## config.mk

```make
export PLATFORM = sky130hd
export DESIGN_NAME = hvac_ctrl_param
export DESIGN_NICKNAME = d
export VERILOG_FILES = /design/src/rtl/hvac_ctrl_param.sv
export SDC_FILE = /design/constraint.sdc
export NUM_CORES = 1
export LEC_CHECK = 0
export ABC_AREA = 1
export CAP_MARGIN = 20
export CELL_PAD_IN_SITES_DETAIL_PLACEMENT = 2
export CELL_PAD_IN_SITES_GLOBAL_PLACEMENT = 2
export CORE_UTILIZATION = 28
export CTS_CLUSTER_SIZE = 28
export DETAILED_ROUTE_END_ITERATION = 6
export PLACE_DENSITY = 0.84
export SLEW_MARGIN = 10
export SYNTH_ARGS = -nofsm -noshare
export SYNTH_HDL_FRONTEND = slang
export SYNTH_SLANG_ARGS = --single-unit
```

## constraint.sdc

```tcl
create_clock -name clk -period 3.2 [get_ports clk]
set_clock_uncertainty 0.1 [all_clocks]
set_input_delay 0.32 -clock clk [delete_from_list [all_inputs] [get_ports clk]]
set_output_delay 0.32 -clock clk [all_outputs]
set_load 0.01 [all_outputs]
```

## src/rtl/hvac_ctrl_param.sv

```systemverilog
// hvac_ctrl_param: parametrised thermostat with hysteresis, min dwell, sensor watchdog and enable
//   clk         : system clock, rising edge
//   rst         : asynchronous active-high reset
//   enable      : 1 = regulate, 0 = force IDLE
//   temp_valid  : temperature sample valid this cycle
//   temperature : unsigned TEMP_W-bit sample
//   heating     : heater on (state == HEAT)
//   cooling     : cooler on (state == COOL)
//   fault       : sensor timeout (state == FAULT)
//   state       : 0 IDLE, 1 HEAT, 2 COOL, 3 FAULT
module hvac_ctrl_param #(
    parameter int TEMP_W    = 5,
    parameter int HEAT_ON   = 18,
    parameter int HEAT_OFF  = 20,
    parameter int COOL_ON   = 22,
    parameter int COOL_OFF  = 20,
    parameter int MIN_DWELL = 4,
    parameter int TIMEOUT   = 16
) (
    input  logic              clk,
    input  logic              rst,
    input  logic              enable,
    input  logic              temp_valid,
    input  logic [TEMP_W-1:0] temperature,
    output logic              heating,
    output logic              cooling,
    output logic              fault,
    output logic [1:0]        state
);
    typedef enum logic [1:0] {IDLE = 2'd0, HEAT = 2'd1, COOL = 2'd2, FAULT = 2'd3} state_t;

    localparam int DW = MIN_DWELL > 1 ? $clog2(MIN_DWELL) : 1;
    localparam int WW = TIMEOUT > 1 ? $clog2(TIMEOUT) : 1;
    localparam logic [DW-1:0] DMAX = DW'(MIN_DWELL - 1);
    localparam logic [WW-1:0] WMAX = WW'(TIMEOUT - 1);
    localparam logic [TEMP_W-1:0] H_ON  = HEAT_ON[TEMP_W-1:0];
    localparam logic [TEMP_W-1:0] H_OFF = HEAT_OFF[TEMP_W-1:0];
    localparam logic [TEMP_W-1:0] C_ON  = COOL_ON[TEMP_W-1:0];
    localparam logic [TEMP_W-1:0] C_OFF = COOL_OFF[TEMP_W-1:0];
    localparam longint TLIM = longint'(1) << TEMP_W;

    if (!(HEAT_ON < HEAT_OFF && HEAT_OFF <= COOL_OFF && COOL_OFF < COOL_ON))
        begin : g_bad_order
            $fatal(1, "hvac_ctrl_param: thresholds must satisfy HEAT_ON < HEAT_OFF <= COOL_OFF < COOL_ON");
        end
    if (HEAT_ON < 0 || longint'(COOL_ON) >= TLIM)
        begin : g_bad_range
            $fatal(1, "hvac_ctrl_param: thresholds must fit in TEMP_W bits");
        end
    if (MIN_DWELL < 1 || TIMEOUT < 2)
        begin : g_bad_timing
            $fatal(1, "hvac_ctrl_param: need MIN_DWELL >= 1 and TIMEOUT >= 2");
        end

    state_t          st, nxt;
    logic [DW-1:0]   dwell_cnt;
    logic [WW-1:0]   wdog_cnt;
    logic            dwell_ok, wdog_expire, wdog_clr;

    assign dwell_ok    = dwell_cnt == DMAX;
    assign wdog_expire = wdog_cnt == WMAX && !temp_valid && enable;
    // clearing on expiry too keeps the counter from wrapping on the FAULT entry edge
    assign wdog_clr    = temp_valid || !enable || st == FAULT || wdog_expire;
    assign state       = st;

    always_comb begin
        nxt = wdog_expire      ? FAULT :
              st == FAULT      ? (temp_valid ? IDLE : FAULT) :
              !enable          ? IDLE :
              !temp_valid      ? st :
              st == IDLE       ? (temperature <= H_ON ? HEAT : temperature >= C_ON ? COOL : IDLE) :
              st == HEAT       ? (temperature >= H_OFF && dwell_ok ? IDLE : HEAT) :
              (temperature <= C_OFF && dwell_ok) ? IDLE : COOL;
    end

    always_ff @(posedge clk or posedge rst) begin
        if (rst) begin
            st        <= IDLE;
            heating   <= 1'b0;
            cooling   <= 1'b0;
            fault     <= 1'b0;
            dwell_cnt <= '0;
            wdog_cnt  <= '0;
        end else begin
            st        <= nxt;
            heating   <= nxt == HEAT;
            cooling   <= nxt == COOL;
            fault     <= nxt == FAULT;
            dwell_cnt <= nxt != st ? '0 : dwell_ok ? dwell_cnt : dwell_cnt + 1'b1;
            wdog_cnt  <= wdog_clr ? '0 : wdog_cnt + 1'b1;
        end
    end
endmodule

```

Word level (Yosys, flattened, before mapping)
Cells that the tools add are included. W data, S select, Z words.

Register bits after elaboration: 11. Input port bits: 9. Output and inout port bits: 5. Logic and storage cells: 45.

Add/subtract/negate cells: 2. $lt $le $gt $ge: 4. Equality and inequality tests: 9. Muxes and demuxes: 14. Reduce and logical (&&, ||, !) cells: 10.

Operator list (number): $mux W2 (12); $ge A5 B5 Y1 const B (2); $le A5 B5 Y1 const B (2); $eq A2 B2 Y1 const B (4); $add A4 B1 Y4 const B (1); $eq A2 B1 Y1 const B (2); $eq A4 B4 Y1 const B (1); $logic_and A1 B1 Y1 (4); $mux W4 (1); $logic_or A1 B1 Y1 (3); $add A2 B1 Y2 const B (1); $logic_not A1 Y1 (2); $logic_not A2 Y1 (1); $ne A2 B1 Y1 const B (1); $ne A2 B2 Y1 (1); $mux W1 (1).

Depth between registers and ports, before layout
Depth after elaboration: 11. Mapped depth: 13. Mapped depth without buffers: 13.

Least setup slack after synthesis
Ideal clock, no wire load.

Kind: register -> register. From: reg dwell_cnt[0]. To: reg dwell_cnt[1]. Library setup time: 0.120 ns. Data arrival time: 1.241 ns. Required time: 2.980 ns. Path slack: 1.739 ns. Cell stages (with the launch flop): 14. Buffers on the path: 0. Cells stage by stage: dfrtp_1 > ha_1 > nand2_1 > inv_1 > nand2_1 > nand2_1 > nand2_1 > nand2_1 > nand2_1 > nand2_1 > nand2_1 > inv_1 > nand2_1 > nor2_1.

Longest elaborated chain between the ends: 11. Elaborated cells between the ends (all ways): 16. Classes of those cells: add/sub: 1; eq/ne: 3; mux: 10; reduce/logical: 2.

Ends and longest elaborated chain: start, declared (line 56) `logic [DW-1:0] dwell_cnt;`; start signal, assigned (line 89) `dwell_cnt <= nxt != st ? '0 : dwell_ok ? dwell_cnt : dwell_cnt + 1'b1;`; $eq A2 B2 Y1 (*) (line 60) `assign dwell_ok = dwell_cnt == DMAX;`; $logic_and A1 B1 Y1 (*) (line 72) `st == HEAT ? (temperature >= H_OFF && dwell_ok ? IDLE : HEAT) :`; $mux W1 (*) (line 72); $mux W2 (*) (line 72); $mux W2 (*) (line 71) `st == IDLE ? (temperature <= H_ON ? HEAT : temperature >= C_ON ? COOL : IDLE) :`; $mux W2 (*) (line 70) `!temp_valid ? st :`; $mux W2 (*) (line 69) `!enable ? IDLE :`; $mux W2 (*) (line 68) `st == FAULT ? (temp_valid ? IDLE : FAULT) :`; $mux W2 (*) (line 67) `nxt = wdog_expire ? FAULT :`; net nxt[0] (line 55) `state_t st, nxt;`; $ne A2 B2 Y1 (*) (line 89); $ne A2 B1 Y1 (no line) or $mux W2 (tied branches).

Mark *: on every way through the listed nets, which the timed path passes. The rest lies on a longest branch. The select of a mux whose other input is x is not followed. A chain may end at the register's enable or synchronous reset.

Worst setup path after layout
From: reg st[1], in the netlist state[1]. To: out state[1].

RTL lines: start, declared (line 55); start signal, assigned (line 85) `st <= nxt;`; end, declared (line 28) `output logic [1:0] state`.

No word-level cell between the ends.

==> reports/results.tsv <==
stage	metric	value	unit
worst_setup_path	Reg2Reg Setup Slack	1.51	ns
detailed_routing	Iter 0 DRT Violations	0	
clock_network	CTS max path bufs	2	
grt	met3 Use GR	2.26	%
clock_network	root buf cell	clkbuf_4	
worst_setup_path	Reg2Reg Depth	10	
detailed_routing	DRC Markers	0	
floorplan	FP Rows	16	
timing	setup ws final	1.42	ns
grt	GRT Max-Usage Layer	met2	
timing	# setup viols final	0	
floorplan	Die Area	2310	µm²
clock_network	Resized cells post-CTS	0	
worst_setup_path	Crit Path Class	reg2out	
timing	setup TNS	0	ns
placement	hpwl dp	1.38	mm
synthesis	Seq/Total Area, Yosys	46.4	%
flow_run	Max-cap violations	0	
clock_network	CTS tree	done	
placement	worst slack at placement	1.17	ns
clock_network	Clk pin slew, worst setup/hold paths	0.07	ns
worst_setup_path	Critical path buffers and inverters	1	
finish	final-layout fill cell count	236	
clock_network	CTS buffer count	3	
grt	initial antenna violation count	0	
power	leakage power	0.000407	µW
clock_network	post-CTS setup repair buffer count	0	
worst_setup_path	Critical Path AT	1.36	ns
hold_path	Hold WC Path Type	in2async	
timing	Worst Max-Slew Pin Slew	0.411	ns
grt	met1 Use GR	20.5	%
timing	Hold Vio Cnt, Final	0	
worst_setup_path	Worst path depth	1	
timing	post-layout min period	1.78	ns
worst_setup_path	Worst Path Required	2.78	ns
worst_setup_path	worst r2r src	wdog_cnt[0]	
grt	vias in the first global route	577	
grt	gr usage total	17.1	%
placement	IO Port Bufs	13	
synthesis	Mapped Nets	87	
worst_setup_path	CP max-delay cell	clkdlybuf4s50_1	
floorplan	Core Footprint	1980	µm²
detailed_routing	drt total wl	1.55	mm
worst_setup_path	CP Cell Sequence	clkdlybuf4s50_1	
finish	Nets	105	
timing	period utilization	55.6	%
worst_setup_path	r2r endpoint	dwell_cnt[1]	
floorplan	Die X	48.0	µm
outcome	outcome	finished clean	
timing	RSZ-0062 raised after global routing	no	
timing	Final Max Tran Viols	0	
finish	diodes inserted	0	
floorplan	Starting Density	29.9	%
synthesis	post-synth cell types	18	
placement	Routability Congestion	0.799	
floorplan	IO Pins	14	
synthesis	yosys warns	0	
detailed_routing	ANT nets after route	0	
detailed_routing	via count	555	
detailed_routing	Detailed Routing Iterations Pass 1	1	
synthesis	cells after synthesis	76	
grt	first-pass GRT wire length	2.60	mm
clock_network	# hold bufs at CTS	0	
power	PD cells	481	nW/µm²
floorplan	Die Ht	48.0	µm
worst_setup_path	slowest stage delay, CP	0.60	ns
finish	P&R area growth vs syn	32.1	%
timing	Slew HR	72.6	%
clock_network	H-tree depth	1	
grt	largest net degree at the start of global routing	12	
finish	share of cells above drive strength 1	9.68	%
worst_setup_path	crit end category	output pin	
timing	Fmax	562	MHz
worst_setup_path	Worst Setup Start Kind	register	
grt	M2 GR Usage	29.7	%
clock_network	clock sinks	11	
synthesis	Netlist Area Pre-Place	593	µm²
worst_setup_path	crit-path leading delay family	buffers and inverters	
grt	total gr overflow	0	
synthesis	Yosys reg bits	11	
worst_setup_path	crit path max fanout	8	
detailed_routing	DR WL/cell	13.0	µm
synthesis	Mean Syn Cell Area	7.80	µm²
detailed_routing	Via density	4.63	
power	worst-case vdd ir drop	0.147	mV
clock_network	clk_lat worst skew	0.27	ns
-- logic make-up after synthesis --
kind of cell             after synthesis  synth area share (%)
AND/OR/NAND/NOR                       43                  31.9
AO/OA/AOI/OAI                          4                  3.80
flip-flops                            11                  46.4
adder cells (fa/ha/maj)                2                  4.22
multiplexers                           1                  1.69
buffers and inverters                 12                  7.59
XOR/XNOR                               3                  4.43
-- how the worst max path moves through the flow --
stage                            start           end  slack, ns
after detailed placement    temp_valid  dwell_cnt[1]       1.17
after CTS                     state[1]      state[1]       1.39
after floorplan           dwell_cnt[0]  dwell_cnt[1]       1.74
final                         state[1]      state[1]       1.42
after global placement      temp_valid  dwell_cnt[1]       1.27
after global routing      dwell_cnt[1]  dwell_cnt[1]       1.28
-- cell usage after synthesis --
master    instances  area (µm²)
a21oi_1           2        10.0
dfrtp_1          11         275
ha_1              2        25.0
inv_1            11        41.3
inv_2             1        3.75
mux2i_1           1        10.0
nand2_1          18        67.6
nand2_2           2        12.5
nand3_1           6        30.0
nand4_1           1        6.26
nor2_1           12        45.0
nor2_2            2        12.5
nor3_1            1        5.00
nor3_2            1        10.0
o211ai_1          1        7.51
o21ai_0           1        5.00
xnor2_1           1        8.76
xor2_1            2        17.5
-- power breakdown --
group / total, µW / internal, µW / leakage [µW] / switching, µW
clock network: 94.2 / 48.3 / 0.0000150 / 45.9
logic: 107 / 50.8 / 0.000245 / 56.4
registers: 175 / 158 / 0.000148 / 17.2
total: 377 / 257 / 0.000407 / 119
-- flip-flops by register name (all words and copies together) (netlist names) --
register and cells:
fault 1, heating 1, state 2, dwell_cnt 2, cooling 1, wdog_cnt 4
-- per-layer routing --
| layer | part of all wire [%] | routed length (µm) |
|---|---|---|
| met5 | 0 | 0 |
| met1 | 40 | 627 |
| met3 | 2.2 | 34 |
| met2 | 55 | 850 |
| met4 | 2.7 | 42 |
-- cells in the final DEF (no fill, tap or decap) --
master	synthesis	final
nand2_1	18	18
clkdlybuf4s50_1	0	13
nor2_1	12	12
inv_1	11	11
dfrtp_1	11	11
nand3_1	6	6
clkbuf_4	0	3
nor2_2	2	2
a21oi_1	2	2
nand2_2	2	2
xor2_1	2	2
ha_1	2	2
inv_2	1	1
nor3_2	1	1
o21ai_0	1	1
nor3_1	1	1
o211ai_1	1	1
xnor2_1	1	1
nand4_1	1	1
mux2i_1	1	1
clkbuf_1	0	1
-- final cells by class --
| cell class | count | area (µm²) | area share (%) |
|---|---|---|---|
| Sequential cell | 11 | 275 | 35.1 |
| Multi-Input combinational cell | 53 | 273 | 34.8 |
| Timing Repair Buffer | 13 | 130 | 16.6 |
| Inverter | 12 | 45.0 | 5.75 |
| Tap cell | 27 | 33.8 | 4.31 |
| Clock buffer | 4 | 26.3 | 3.35 |
-- per-stage QoR --
step / utilization (%) / power, µW / cell area (µm²) / hold WS, ns / std cells
2_1_floorplan: - / 240 / 593 / 0.0724 / 76
3_3_place_gp: 38.2 / 278 / 757 / 0.363 / 116
3_5_place_dp: 38.2 / 289 / 757 / 0.377 / 116
4_1_cts: 39.5 / 385 / 783 / 0.256 / 120
5_1_grt: 39.5 / 408 / 783 / 0.299 / 120
6_report: 39.5 / 377 / 783 / 0.238 / 120
Note: power is estimated with default switching activity, not from simulation.
